--- src/rtl/line_prefetch_pkg.sv ---
// -----------------------------------------------------------------------------
// line_prefetch_pkg
// Shared constants, the fetch state encoding, and the SRAM address helper for
// the text-row prefetcher.
// No ports (package).
// -----------------------------------------------------------------------------
package line_prefetch_pkg;

  localparam int SRAM_ADDRESS_SIZE = 17;
  localparam int MEMORY_WORD_SIZE  = 16;
  localparam int WORDS_PER_ROW     = 20;
  localparam int ROW_STRIDE        = 40;
  localparam int WORD_STRIDE       = 2;

  localparam int ADDR_W = SRAM_ADDRESS_SIZE;
  localparam int DATA_W = MEMORY_WORD_SIZE;
  localparam int WORDS  = WORDS_PER_ROW;
  localparam int IDX_W  = $clog2(WORDS_PER_ROW);
  localparam int ROW_W  = 5;

  localparam logic [IDX_W-1:0] LAST_WORD = IDX_W'(WORDS_PER_ROW - 1);

  typedef enum logic [1:0] {
    ST_IDLE,
    ST_ISSUE,
    ST_WAIT_ACK,
    ST_RELEASE
  } fetch_state_t;

  // base + row*ROW_STRIDE + word*WORD_STRIDE, wrapping modulo 2^ADDR_W.
  function automatic logic [ADDR_W-1:0] word_address(
    input logic [ADDR_W-1:0] base,
    input logic [ROW_W-1:0]  row,
    input logic [IDX_W-1:0]  word
  );
    logic [ADDR_W-1:0] row_off;
    logic [ADDR_W-1:0] word_off;
    row_off  = ADDR_W'(row)  * ADDR_W'(ROW_STRIDE);
    word_off = ADDR_W'(word) * ADDR_W'(WORD_STRIDE);
    return base + row_off + word_off;
  endfunction

endpackage

--- src/rtl/line_prefetch_if.sv ---
// -----------------------------------------------------------------------------
// line_prefetch_if
// Four-phase request bus between the prefetcher (master) and the
// memory_controller (slave).
//   mem_address          : request address (master -> slave)
//   mem_write_enable     : always 0 from this client (master -> slave)
//   mem_request          : four-phase request level (master -> slave)
//   mem_request_complete : completion level, slow domain (slave -> master)
//   mem_read_value       : read data, stable while complete is high
// -----------------------------------------------------------------------------
interface line_prefetch_if;
  import line_prefetch_pkg::*;

  logic [ADDR_W-1:0] mem_address;
  logic              mem_write_enable;
  logic              mem_request;
  logic              mem_request_complete;
  logic [DATA_W-1:0] mem_read_value;

  modport master (
    output mem_address,
    output mem_write_enable,
    output mem_request,
    input  mem_request_complete,
    input  mem_read_value
  );

  modport slave (
    input  mem_address,
    input  mem_write_enable,
    input  mem_request,
    output mem_request_complete,
    output mem_read_value
  );

endinterface

--- src/rtl/line_prefetch_bank_2x.sv ---
// -----------------------------------------------------------------------------
// line_prefetch_bank_2x
// Double-buffered line store: two WORDS x DATA_W register banks with one
// synchronous write port and one combinational read port.
//   clk      : system clock
//   wr_en    : write strobe
//   wr_bank  : bank selected for write
//   wr_index : word index for write (ignored when >= WORDS)
//   wr_data  : write data
//   rd_bank  : bank selected for read
//   rd_index : word index for read
//   rd_data  : read data, 0 when rd_index >= WORDS
// Contents are deliberately not reset.
// -----------------------------------------------------------------------------
module line_prefetch_bank_2x
  import line_prefetch_pkg::*;
(
  input  logic              clk,
  input  logic              wr_en,
  input  logic              wr_bank,
  input  logic [IDX_W-1:0]  wr_index,
  input  logic [DATA_W-1:0] wr_data,
  input  logic              rd_bank,
  input  logic [IDX_W-1:0]  rd_index,
  output logic [DATA_W-1:0] rd_data
);

  logic [DATA_W-1:0] bank_rd [2];

  genvar gi;
  generate
    for (gi = 0; gi < 2; gi++) begin : g_bank
      logic [DATA_W-1:0] words [WORDS];

      always_ff @(posedge clk) begin
        if (wr_en && (wr_bank == 1'(gi)) && (wr_index <= LAST_WORD)) begin
          words[wr_index] <= wr_data;
        end
      end

      // The display may scan past the end of the row; those slots read as 0.
      assign bank_rd[gi] = (rd_index <= LAST_WORD) ? words[rd_index] : '0;
    end
  endgenerate

  assign rd_data = bank_rd[rd_bank];

endmodule

--- src/rtl/line_prefetch.sv ---
// -----------------------------------------------------------------------------
// line_prefetch
// Fetches one text row (WORDS x 16-bit) from the SRAM over the four-phase
// memory_controller handshake into the back bank of a double-buffered store,
// while the pixel path reads the front bank combinationally.
//   clk, rst_n  : clock, synchronous active-low reset (effective when ena=1)
//   ena         : global enable; when low every flop holds
//   start       : row-boundary pulse: flip banks and fetch row_sel
//   row_sel     : row to fetch into the new back bank
//   base_addr   : SRAM address of row 0
//   mem         : request bus to memory_controller (master side)
//   rd_index    : display word index
//   rd_data     : word from the front bank (0 past the row end)
//   front_bank  : bank currently displayed
//   busy        : a fetch is in progress
//   overrun     : sticky, start seen while busy
// -----------------------------------------------------------------------------
module line_prefetch
  import line_prefetch_pkg::*;
(
  input  logic              clk,
  input  logic              rst_n,
  input  logic              ena,
  input  logic              start,
  input  logic [ROW_W-1:0]  row_sel,
  input  logic [ADDR_W-1:0] base_addr,
  line_prefetch_if.master   mem,
  input  logic [IDX_W-1:0]  rd_index,
  output logic [DATA_W-1:0] rd_data,
  output logic              front_bank,
  output logic              busy,
  output logic              overrun
);

  fetch_state_t      state_reg, state_next;
  logic              cmp_meta_reg, cmp_s_reg;
  logic [ROW_W-1:0]  row_q_reg, row_q_next;
  logic [ROW_W-1:0]  pend_row_reg, pend_row_next;
  logic              pending_reg, pending_next;
  logic [IDX_W-1:0]  word_ptr_reg, word_ptr_next;
  logic              front_reg, front_next;
  logic              tgt_bank_reg, tgt_bank_next;
  logic              busy_reg, busy_next;
  logic              overrun_reg, overrun_next;
  logic              req_reg, req_next;
  logic [ADDR_W-1:0] addr_reg, addr_next;
  logic              last_word;
  logic              restart;
  logic              bank_we;

  assign last_word = (word_ptr_reg == LAST_WORD);
  // A start arriving in the very cycle RELEASE exits counts as a restart,
  // so it beats the end-of-row exit and busy stays high.
  assign restart   = pending_reg | start;

  // Completion comes from the slow divided-clock domain.
  always_ff @(posedge clk) begin
    if (ena) begin
      if (!rst_n) begin
        cmp_meta_reg <= 1'b0;
        cmp_s_reg    <= 1'b0;
      end else begin
        cmp_meta_reg <= mem.mem_request_complete;
        cmp_s_reg    <= cmp_meta_reg;
      end
    end
  end

  // State register
  always_ff @(posedge clk) begin
    if (ena) begin
      if (!rst_n) begin
        state_reg <= ST_IDLE;
      end else begin
        state_reg <= state_next;
      end
    end
  end

  // Next-state logic
  always_comb begin
    state_next = state_reg;
    case (state_reg)
      ST_IDLE:     if (start)      state_next = ST_ISSUE;
      ST_ISSUE:    if (!cmp_s_reg) state_next = ST_WAIT_ACK;
      ST_WAIT_ACK: if (cmp_s_reg)  state_next = ST_RELEASE;
      ST_RELEASE: begin
        if (!cmp_s_reg) begin
          state_next = (restart || !last_word) ? ST_ISSUE : ST_IDLE;
        end
      end
      default:     state_next = ST_IDLE;
    endcase
  end

  // Output / datapath next values
  always_comb begin
    row_q_next    = row_q_reg;
    pend_row_next = pend_row_reg;
    pending_next  = pending_reg;
    word_ptr_next = word_ptr_reg;
    front_next    = front_reg;
    tgt_bank_next = tgt_bank_reg;
    overrun_next  = overrun_reg;
    addr_next     = addr_reg;

    // Request is high exactly while waiting for the acknowledge; registered
    // so the slow domain never sees decode glitches.
    req_next  = (state_next == ST_WAIT_ACK);
    busy_next = (state_next != ST_IDLE);
    bank_we   = ena && rst_n && (state_reg == ST_WAIT_ACK) && cmp_s_reg;

    if (start) begin
      front_next = ~front_reg;
      if (state_reg == ST_IDLE) begin
        row_q_next    = row_sel;
        word_ptr_next = '0;
      end else begin
        overrun_next  = 1'b1;
        pend_row_next = row_sel;
        pending_next  = 1'b1;
      end
    end

    // The in-flight word lands in whichever bank was back when it was issued,
    // even if the banks flip before it completes.
    if ((state_reg == ST_ISSUE) && !cmp_s_reg) begin
      tgt_bank_next = ~front_reg;
    end

    if ((state_reg == ST_RELEASE) && !cmp_s_reg) begin
      if (restart) begin
        word_ptr_next = '0;
        row_q_next    = start ? row_sel : pend_row_reg;
        pending_next  = 1'b0;
      end else if (!last_word) begin
        word_ptr_next = word_ptr_reg + 1'b1;
      end
    end

    // Address settles on ISSUE entry, a cycle ahead of the request edge.
    if (state_next == ST_ISSUE) begin
      addr_next = word_address(base_addr, row_q_next, word_ptr_next);
    end
  end

  always_ff @(posedge clk) begin
    if (ena) begin
      if (!rst_n) begin
        row_q_reg    <= '0;
        pend_row_reg <= '0;
        pending_reg  <= 1'b0;
        word_ptr_reg <= '0;
        front_reg    <= 1'b0;
        tgt_bank_reg <= 1'b0;
        busy_reg     <= 1'b0;
        overrun_reg  <= 1'b0;
        req_reg      <= 1'b0;
        addr_reg     <= '0;
      end else begin
        row_q_reg    <= row_q_next;
        pend_row_reg <= pend_row_next;
        pending_reg  <= pending_next;
        word_ptr_reg <= word_ptr_next;
        front_reg    <= front_next;
        tgt_bank_reg <= tgt_bank_next;
        busy_reg     <= busy_next;
        overrun_reg  <= overrun_next;
        req_reg      <= req_next;
        addr_reg     <= addr_next;
      end
    end
  end

  line_prefetch_bank_2x u_bank (
    .clk      (clk),
    .wr_en    (bank_we),
    .wr_bank  (tgt_bank_reg),
    .wr_index (word_ptr_reg),
    .wr_data  (mem.mem_read_value),
    .rd_bank  (front_reg),
    .rd_index (rd_index),
    .rd_data  (rd_data)
  );

  assign mem.mem_address      = addr_reg;
  assign mem.mem_request      = req_reg;
  assign mem.mem_write_enable = 1'b0;
  assign front_bank           = front_reg;
  assign busy                 = busy_reg;
  assign overrun              = overrun_reg;

endmodule

--- src/flat_wrapper.sv ---
// flat-port wrapper written by rule: the top's interface ports become plain ports
module line_prefetch_flat import line_prefetch_pkg::*;
  (clk, rst_n, ena, start, row_sel, base_addr, rd_index, rd_data, front_bank, busy, overrun, mem_mem_address, mem_mem_write_enable, mem_mem_request, mem_mem_request_complete, mem_mem_read_value);
  line_prefetch_if mem_i ();
  input  logic clk;
  input  logic rst_n;
  input  logic ena;
  input  logic start;
  input  logic [ROW_W-1:0] row_sel;
  input  logic [ADDR_W-1:0] base_addr;
  input  logic [IDX_W-1:0] rd_index;
  output logic [DATA_W-1:0] rd_data;
  output logic front_bank;
  output logic busy;
  output logic overrun;
  output wire logic [$bits(mem_i.mem_address)-1:0] mem_mem_address;
  output wire logic [$bits(mem_i.mem_write_enable)-1:0] mem_mem_write_enable;
  output wire logic [$bits(mem_i.mem_request)-1:0] mem_mem_request;
  input wire logic [$bits(mem_i.mem_request_complete)-1:0] mem_mem_request_complete;
  input wire logic [$bits(mem_i.mem_read_value)-1:0] mem_mem_read_value;
  assign mem_mem_address = mem_i.mem_address;
  assign mem_mem_write_enable = mem_i.mem_write_enable;
  assign mem_mem_request = mem_i.mem_request;
  assign mem_i.mem_request_complete = mem_mem_request_complete;
  assign mem_i.mem_read_value = mem_mem_read_value;
  line_prefetch u_core (.clk(clk), .rst_n(rst_n), .ena(ena), .start(start), .row_sel(row_sel), .base_addr(base_addr), .mem(mem_i), .rd_index(rd_index), .rd_data(rd_data), .front_bank(front_bank), .busy(busy), .overrun(overrun));
endmodule
--- config.mk ---
export PLATFORM = sky130hd
export DESIGN_NAME = line_prefetch_flat
export DESIGN_NICKNAME = d
export VERILOG_FILES = /design/src/rtl/line_prefetch_pkg.sv /design/src/rtl/line_prefetch_if.sv /design/src/rtl/line_prefetch_bank_2x.sv /design/src/rtl/line_prefetch.sv /design/src/flat_wrapper.sv
export SDC_FILE = /design/constraint.sdc
export NUM_CORES = 1
export LEC_CHECK = 0
export ABC_AREA = 1
export BUFFER_PORTS_ARGS = -buffer_cell sky130_fd_sc_hd__buf_2
export CAP_MARGIN = 5
export CORE_MARGIN = 1
export CORE_UTILIZATION = 32
export CTS_BUF_LIST = sky130_fd_sc_hd__clkbuf_16
export CTS_CLUSTER_DIAMETER = 80
export DETAILED_ROUTE_END_ITERATION = 7
export PLACE_DENSITY = 0.49
export SKIP_LAST_GASP = 1
export SLEW_MARGIN = 20
export SYNTH_ARGS = -nofsm -noshare
export SYNTH_HDL_FRONTEND = slang
export SYNTH_SLANG_ARGS = --single-unit
--- constraint.sdc ---
create_clock -name clk -period 4.6 [get_ports clk]
set_input_delay 0.69 -clock clk [delete_from_list [all_inputs] [get_ports clk]]
set_output_delay 0.69 -clock clk [all_outputs]
set_load 0.01 [all_outputs]
== Word level (Yosys, flattened, before mapping) ==
Memory sizes are Yosys's and may differ from the RTL's.
Cells that the tools add are included.

* Logic and storage cells: 90
* Bits of input ports: 48
* Register bits: 42
* Memories: 2
* Memory bits (writable): 640

{| class="wikitable"
|+ Memories
! memory !! words !! width !! rd ports !! clocked after Yosys merged registers in !! write ports !! line !! RTL
|-
| u_core.u_bank.g_bank[0].words || 20 || 16 || 1 || 0 || 1 || line_prefetch_bank_2x.sv:33 || <nowiki>logic [DATA_W-1:0] words [WORDS];</nowiki>
|-
| u_core.u_bank.g_bank[1].words || 20 || 16 || 1 || 0 || 1 || line_prefetch_bank_2x.sv:33 ||
|}

* Add/subtract/negate cells: 3
* Eq/ne operators: 10
* Bitwise operators: 4
* Order comparisons: 3
* Reductions and logical operators: 18
* Multiply operators: 1
* Muxes and demuxes: 36

{| class="wikitable"
|+ Operator list
! cell !! number
|-
| $mux W16 || 5
|-
| $mux W5 || 12
|-
| $add A17 B11 Y17 || 1
|-
| $add A17 B6 Y17 || 1
|-
| $mux W17 || 1
|-
| $mux W1 || 13
|-
| $le A5 B5 Y1 const B || 2
|-
| $logic_and A1 B1 Y1 || 9
|-
| $mul A5 B3 Y8 const B || 1
|-
| $mux W2 || 4
|-
| $pmux W2 S4 || 1
|-
| $eq A2 B2 Y1 const B || 3
|-
| $ne A2 B1 Y1 const B || 3
|-
| $reduce_and A2 Y1 || 3
|-
| $add A5 B1 Y5 const B || 1
|-
| $eq A5 B5 Y1 const B || 1
|-
| $eq A2 B1 Y1 const B || 2
|-
| $reduce_and A3 Y1 || 1
|-
| $ge A2 B2 Y1 const B || 1
|-
| $logic_not A1 Y1 || 2
|-
| $logic_not A2 Y1 || 1
|-
| $ne A2 B2 Y1 const B || 1
|-
| $not A1 Y1 || 2
|-
| $not A1 Y2 || 1
|-
| 3 further kinds || 3
|}

== Longest topological paths before layout ==
Gate-level depths: netlist of run 1.

* Depth after elaboration: 9
* Gate-level depth with buffers: 22
* Depth with buffers taken out: 21

== By module ==
From an unflattened synthesis of run 1, not the netlist that was laid out.

* Cell total of the unflattened synthesis: 2836
* Area total of the unflattened synthesis: 29977.5 um^2

{| class="wikitable"
|+ By module, submodules not included
! module !! instances !! cells each !! sequential area each (um^2) !! area an instance (um^2)
|-
| line_prefetch_bank_2x || 1 || 2434 || 19218.4 || 26850.8
|-
| line_prefetch || 1 || 402 || 1261.2 || 3126.7
|}

== Worst setup path before layout of run 1 ==
No wires, ideal clock.

* Path type: input -> register
* From: input start
* To: register u_core.addr_reg[13] (netlist: u_core.mem.mem_address[13]), data pin
* Arrival: 3.826 ns
* Required time: 4.341 ns
* Setup time: 0.259 ns
* Path slack: 0.515 ns
* Stages on the path: 19
* Path through: buf_2 -> nor2_1 -> inv_1 -> nand2_2 -> nand3_1 -> o21ai_0 -> inv_1 -> ha_1 -> ha_1 -> fa_1 -> xor2_1 -> ha_1 -> ha_1 -> a21oi_1 -> o21ai_0 -> nand2_1 -> nand3_1 -> o21ai_0 -> a21oi_1

* Cells in the longest elaborated chain, start to end: 7

{| class="wikitable"
|+ RTL lines
! item !! line !! RTL
|-
| from (decl) || flat_wrapper.sv:8 || <nowiki>input logic start;</nowiki>
|-
| $mux W5, or another cell as far along || line_prefetch.sv:113 || <nowiki>if (start) begin</nowiki>
|-
| $mux W5 || line_prefetch.sv:132 || <nowiki>if (restart) begin</nowiki>
|-
| $mux W5 (*) || line_prefetch.sv:131 || <nowiki>if ((state_reg == ST_RELEASE) && !cmp_s_reg) begin</nowiki>
|-
| named net u_core.row_q_next[1] || line_prefetch.sv:37 || <nowiki>logic [ROW_W-1:0] row_q_reg, row_q_next;</nowiki>
|-
| $mul A5 B3 Y8 (*) || line_prefetch_pkg.sv:38 || <nowiki>row_off = ADDR_W'(row) * ADDR_W'(ROW_STRIDE);</nowiki>
|-
| $add A17 B11 Y17 (*) || line_prefetch_pkg.sv:40 || <nowiki>return base + row_off + word_off;</nowiki>
|-
| $add A17 B6 Y17 (*) || line_prefetch_pkg.sv:40 ||
|-
| $mux W17 (*) || line_prefetch.sv:142 || <nowiki>if (state_next == ST_ISSUE) begin</nowiki>
|-
| to (signal assigned) || line_prefetch.sv:170 || <nowiki>addr_reg <= addr_next;</nowiki>
|-
| to (decl) || line_prefetch.sv:46 || <nowiki>logic [ADDR_W-1:0] addr_reg, addr_next;</nowiki>
|}

Mark *: on every way through the listed nets, which the timed path passes. The rest lies on a longest branch. The select of a mux whose other input is x is not followed.
A chain may end at the register's enable or synchronous reset.

== Worst setup path in the final report of run 1 ==
* From: register u_core.state_reg[1]
* To: register u_core.addr_reg[13] (netlist: u_core.mem.mem_address[13]), data pin

* Cells in the longest elaborated chain, start to end: 9

{| class="wikitable"
|+ RTL lines
! item !! line !! RTL
|-
| from (decl) || line_prefetch.sv:35 || <nowiki>fetch_state_t state_reg, state_next;</nowiki>
|-
| from (signal assigned) || line_prefetch.sv:75 || <nowiki>state_reg <= state_next;</nowiki>
|-
| $logic_not A2 Y1 || line_prefetch.sv:115 || <nowiki>if (state_reg == ST_IDLE) begin</nowiki>
|-
| $mux W5 || line_prefetch.sv:115 ||
|-
| $mux W5 || line_prefetch.sv:113 ||
|-
| $mux W5 || line_prefetch.sv:132 ||
|-
| $mux W5 (*) || line_prefetch.sv:131 ||
|-
| named net u_core.row_q_next[3] || line_prefetch.sv:37 ||
|-
| $mul A5 B3 Y8 (*) || line_prefetch_pkg.sv:38 ||
|-
| $add A17 B11 Y17 (*) || line_prefetch_pkg.sv:40 ||
|-
| $add A17 B6 Y17 (*) || line_prefetch_pkg.sv:40 ||
|-
| $mux W17 (*) || line_prefetch.sv:142 ||
|}

Marked as above.

==> impl_metrics.json, run 1 <==
{
  "hold_class": "in2reg",
  "arrival_ns": 4.49,
  "cts_tree": "done",
  "max_freq_ghz": 0.242,
  "multi_input_area_um2": 7460,
  "p_seq_share_pct": 48.5,
  "worstMarginPinSlew_ns": 1.07,
  "synth.distinct_cells": 38,
  "crit_required_ns": 4.96,
  "die-height_um": 308,
  "grtUsageTotal_pct": 17.4,
  "gr-usage-met3_pct": 3.11,
  "fin_skew_ns": 0.0165,
  "pwr-share-comb_pct": 8.4,
  "grt_max_degree": 133,
  "io_pins": 86,
  "dr.pass1.iters": 6,
  "io_buffers": 84,
  "drt_iter0_markers": 1743,
  "max_flop_register": "u_core.u_bank.g_bank.words",
  "place_congestion": 0.836,
  "r2r_start": "u_core.state_reg[1]",
  "drive_gt1_share_pct": 9.60,
  "h-tree-depth": 3,
  "wirelength_mm": 82.4,
  "final_cell_mix": "nand2_1 (859), edfxtp_1 (682), inv_1 (358), nand3_1 (337), nor2_1 (189)",
  "post-dp-hpwl_mm": 48.1,
  "power_switching_mw": 3.34,
  "yosysTopAreaCellShare_pct": 68.3,
  "holdPathStages": 3,
  "min_from": "base_addr[0]",
  "dieArea_um2": 95000,
  "wl_per_cell_um": 19.5,
  "path_class": "reg2reg",
  "largest_register_ff_count": 640,
  "ctsResizeCount": 0,
  "rsz0062_at_grt": "no",
  "fin_crit_ns": 4.13,
  "cts_buffer_depth": 3,
  "first_global_vias": 19400,
  "final_hold_viol_count": 0,
  "critPathLaunchType": "register",
  "nNetsFinal": 3009,
  "nFillCells": 9050,
  "mostFrequentLayoutCell": "nand2_1",
  "core_um2": 92200,
  "cts_hold_buf": 0,
  "leakagePower_nw": 13.9,
  "clockPowerShare_pct": 43.1,
  "r2r-end": "u_core.mem.mem_address[13]",
  "yosys.area.top_type": "edfxtp_1",
  "run_status": "finished, final reports clean",
  "switching_share_pct": 23.4,
  "vias": 20000,
  "finalMaxSlewViolations": 0,
  "initial_core_util_pct": 32.5,
  "maxCapViolCount": 0,
  "fin_crit_sh_pct": 89.8,
  "cts_made_buffers": 77,
  "finalSetupViolCount": 0,
  "synth-warning-count": 0,
  "worst_hold_path.endpoint": "u_core.mem.mem_address[0]",
  "drtAntennaViolNets": 0,
  "use_met1_pct": 24.9,
  "grt_overflow_total": 0,
  "r2r_cells": 19,
  "post_cts_buffers": 0,
  "intPower_mw": 10.9,
  "synth.area.top_cells": "edfxtp_1 (68%), nand2_1 (11%), nand3_1 (5.6%), inv_1 (4.2%), nor2_1 (2.4%)",
  "met2_usage_pct": 26.9,
  "rrSetupSlack_ns": 0.47,
  "synth_nets": 2913,
  "setup_tns_ns": 0,
  "cp_max_fo": 9,
  "insertion_delay_ns": 0.61,
  "grt_pass1_wl_mm": 123,
  "die_width_um": 308,
  "crit_path_end_kind": "register",
  "p_per_area_nw_per_um2": 413,
  "ys_ff_latch": 682,
  "cts_sinks": 682,
  "irDropWorstVdd_v": 0.000254,
  "avgSynthCellArea_um2": 10.6,
  "slew_headroom_pct": 28.6,
  "regArea_um2": 20500,
  "syn_area_um2": 30000,
  "viasPerCell": 4.72,
  "clk_pin_slew_ns": 0.06,
  "grt_busiest_layer": "met2",
  "grt_antenna_before_repair": 5,
  "syn_inst": 2834,
  "holdWs_ns": 0.334,
  "area_growth_pct": 14.9,
  "ctsRootBufferMaster": "clkbuf_16",
  "yosysSeqAreaShare_pct": 68.3,
  "rows": 111,
  "drc": 0
}
[layer usage]
layer | vias to the layer above | wire (um)
met1 | 9681 | 38000
met2 | 575 | 37100
met3 | 128 | 5200
met5 | - | 23
li1 | 9627 | -
met4 | 4 | 2080
[how the worst max path moves through the flow]
| stage | from | end | slack, ns |
|---|---|---|---|
| global route | u_core.state_reg[1] | u_core.mem.mem_address[13] | 0.17 |
| finish | u_core.state_reg[1] | u_core.mem.mem_address[13] | 0.47 |
| floorplan | start | u_core.mem.mem_address[13] | 0.52 |
| CTS | u_core.state_reg[0] | u_core.mem.mem_address[13] | 0.46 |
| global placement | start | u_core.mem.mem_address[15] | 0.20 |
| detailed placement | start | u_core.mem.mem_address[13] | 0.15 |
[synthesized netlist by cell type (all sizes together)]
master	instances
nand2	863
edfxtp	682
inv	342
nand3	337
nor2	192
buf	105
o21ai	97
a21oi	92
clkbuf	39
ha	26
o211ai	17
nor3	13
fa	5
xor2	4
a21o	3
o21a	3
a31oi	2
nor4	2
or2	2
a32oi	1
and2	1
clkinv	1
conb	1
nand3b	1
nand4	1
o2111ai	1
o21bai	1
[cell type report]
cell class	count	share of cell area, %
Clock inverter	57	1.43
Tap cell	1243	4.51
Timing Repair Buffer	161	3.31
Sequential cell	682	59.4
Clock buffer	81	5.88
Multi-Input combinational cell	1665	21.6
Inverter	343	3.76
Antenna cell	4	0.0290
[through the flow]
stage	utilization, %	setup slack, ns	instance area, um^2	std cells	total power, mW
floorplan	-	0.515	30000	2834	7.75
global placement	34.6	0.203	31900	4094	8.22
detailed placement	34.6	0.150	31900	4094	8.24
CTS	37.4	0.463	34500	4232	14.4
global route	37.4	0.173	34500	4232	14.7
finish	37.4	0.468	34500	4236	14.2
[critical path: stages, from the launching register on]
cell,delay [ns]
edfxtp_1,0.43
nand2_2,0.10
nor2_4,0.21
nand2_2,0.17
inv_2,0.15
nand3_1,0.08
nand2_1,0.10
inv_1,0.07
ha_1,0.29
ha_1,0.22
fa_1,0.46
xor2_1,0.18
ha_1,0.27
ha_1,0.34
a21oi_1,0.20
o21ai_0,0.15
nand2_1,0.08
nand3_1,0.15
o21ai_0,0.20
a21oi_1,0.05
[power by group through the flow]
| stage | Combinational (mW) | Clock [mW] | Sequential [mW] |
|---|---|---|---|
| floorplan | 0.705 | 0 | 7.04 |
| global placement | 1.18 | 0 | 7.04 |
| detailed placement | 1.20 | 0 | 7.04 |
| CTS | 1.20 | 6.29 | 6.91 |
| global route | 1.33 | 6.50 | 6.91 |
| finish | 1.19 | 6.14 | 6.91 |
[cell families after synthesis]
group           synth area share, %
compound gates                 3.93
fa+ha+maj                      1.42
buf+inv                        6.95
flops                          68.3
xor+xnor                      0.117
other cells                  0.0125
simple gates                   19.3
Power figures use the tool's default switching activity.
==> run 2, diff against run 1 <==
Settings changed: BUFFER_PORTS_ARGS -buffer_cell sky130_fd_sc_hd__buf_2 to default, CORE_UTILIZATION 32 to 50, DONT_BUFFER_PORTS from default to 1, PLACE_DENSITY 0.49 to 0.67, SETUP_SLACK_MARGIN from default to 0.05.
==> run 2 against run 1 <==
Effect of this change:
- critical path depth is the same
- utilization grew 18 points
- maximum frequency shrank 1.0%
- sequential power is essentially flat
- clock power shrank 8.6%
- combinational power shrank 29%
- global-route usage grew 6.7 points
- critical path type unchanged
- critical endpoint unchanged
- largest cell class unchanged
==> impl_metrics.json, run 2 (synthesis results as in run 1) <==
{
  "maxCapViolCount": 0,
  "switching_share_pct": 22.0,
  "io_buffers": 0,
  "crit_required_ns": 4.94,
  "max_freq_ghz": 0.240,
  "vias": 19700,
  "cts_sinks": 682,
  "h-tree-depth": 3,
  "nFillCells": 4905,
  "drc": 0,
  "drt_iter0_markers": 1928,
  "final_hold_viol_count": 0,
  "viasPerCell": 5.40,
  "grt_pass1_wl_mm": 110,
  "arrival_ns": 4.52,
  "insertion_delay_ns": 0.60,
  "intPower_mw": 10.4,
  "drtAntennaViolNets": 0,
  "num_antenna_cells": 0,
  "mostFrequentLayoutCell": "nand2_1",
  "slew_headroom_pct": 35.1,
  "core_um2": 59100,
  "dieArea_um2": 61000,
  "finalSetupViolCount": 0,
  "first_global_vias": 18800,
  "wl_per_cell_um": 19.9,
  "fin_crit_sh_pct": 90.7,
  "critPathLaunchType": "register",
  "cts_buffer_depth": 3,
  "run_status": "finished, final reports clean",
  "rsz0062_at_grt": "no",
  "grtUsageTotal_pct": 24.1,
  "die-height_um": 247,
  "drive_gt1_share_pct": 6.07,
  "fin_ws_ns": 0.426,
  "fin_crit_ns": 4.17,
  "die_width_um": 247,
  "max_flop_register": "u_core.u_bank.g_bank.words",
  "clockPowerShare_pct": 41.9,
  "cp_max_fo": 8,
  "ctsRootBufferMaster": "clkbuf_16",
  "finalMaxSlewViolations": 0,
  "path_class": "reg2reg",
  "fin_util_pct": 55.7,
  "grt_overflow_total": 0,
  "leakagePower_nw": 13.2,
  "place_congestion": 0.845,
  "grt_antenna_before_repair": 0,
  "holdWs_ns": 0.168,
  "stdcell_area_um2": 32900,
  "post_cts_buffers": 0,
  "hold_class": "in2reg",
  "p_per_area_nw_per_um2": 406,
  "dpl_worst_slack_ns": 0.303,
  "rows": 89,
  "fin_skew_ns": 0.0217,
  "nNetsFinal": 2894,
  "final_cell_mix": "nand2_1 (859), edfxtp_1 (682), inv_1 (350), nand3_1 (337), nor2_1 (189)",
  "io_pins": 86,
  "irDropWorstVdd_v": 0.000343,
  "cts_tree": "done",
  "power_switching_mw": 2.94,
  "grt_max_degree": 354,
  "clk_pin_slew_ns": 0.06,
  "crit_path_end_kind": "register",
  "pwr-share-comb_pct": 6.3,
  "final_cells": 3641,
  "setup_tns_ns": 0,
  "placed_cells": 3515,
  "cts_made_buffers": 71,
  "area_growth_pct": 9.72,
  "dr.pass1.iters": 5,
  "power.total_mw": 13.4,
  "post-dp-hpwl_mm": 40.8,
  "wirelength_mm": 72.6,
  "initial_core_util_pct": 50.7,
  "worstMarginPinSlew_ns": 0.970,
  "largest_register_ff_count": 640,
  "p_seq_share_pct": 51.7,
  "place_area_um2": 30600
}
-- run 2: cell count changes in the layout (fill, tap and decap cells not counted), moves of 4 or more --
cell,change
buf_12,-7
buf_2,-81
buf_4,-19
clkbuf_16,-8
clkinv_2,+5
diode_2,-4
inv_1,-8
-- run 2: layer usage --
layer	vias up	global-route usage, %	share of wire, %
met2	711	38.3	47
met3	95	3.93	7.6
met5	-	0	0
li1	9367	-	-
met1	9493	33.9	43
met4	0	8.06	2.4
-- run 2: final timing paths --
check,start,end,slack (ns),cells after the start
hold reg to reg,u_core.cmp_meta_reg,u_core.cmp_s_reg,0.50,2
hold / removal,mem_mem_read_value[0],u_core.u_bank.g_bank[1].words[17][0],0.17,0
setup reg to reg,u_core.state_reg[0],u_core.mem.mem_address[13],0.43,19
setup / recovery,u_core.state_reg[0],u_core.mem.mem_address[13],0.43,19
-- run 2: what timing repair did --
action / CTS / global route
hold buffers: 0 / 0
hold endpoints to repair: 0 / 0
gates resized for setup: 0 / 1
endpoints found under the setup margin: 0 / 1
-- run 2: worst max-delay path, stage by stage (launching register included) --
cell and delay [ns]:
edfxtp_1 0.45, nor2_1 0.20, nand2_2 0.14, inv_1 0.22, nand2_1 0.08, nand3_1 0.07, o21ai_1 0.12, inv_1 0.08
ha_1 0.22, ha_1 0.22, fa_1 0.47, xor2_1 0.19, ha_1 0.28, ha_1 0.35, a21oi_1 0.21, o21ai_0 0.14
nand2_1 0.09, nand3_1 0.13, o21ai_0 0.17, a21oi_1 0.06
-- run 2: final cells by class --
| class | instances | area [um^2] | area share, % |
|---|---|---|---|
| clock buffers | 73 | 1830 | 5.55 |
| clock inverters | 53 | 439 | 1.33 |
| inverters | 343 | 1300 | 3.94 |
| multi-input cells | 1665 | 7470 | 22.7 |
| flip-flops and latches | 682 | 20500 | 62.2 |
| well taps | 773 | 967 | 2.94 |
| repair buffers | 52 | 428 | 1.30 |
-- run 2: power by group through the flow --
stage	logic, mW	clock network, mW	registers (mW)
global route	0.953	5.92	6.92
CTS	0.840	5.70	6.92
finish	0.844	5.61	6.92
global placement	0.822	0	7.05
floorplan	0.705	0	7.04
detailed placement	0.834	0	7.05
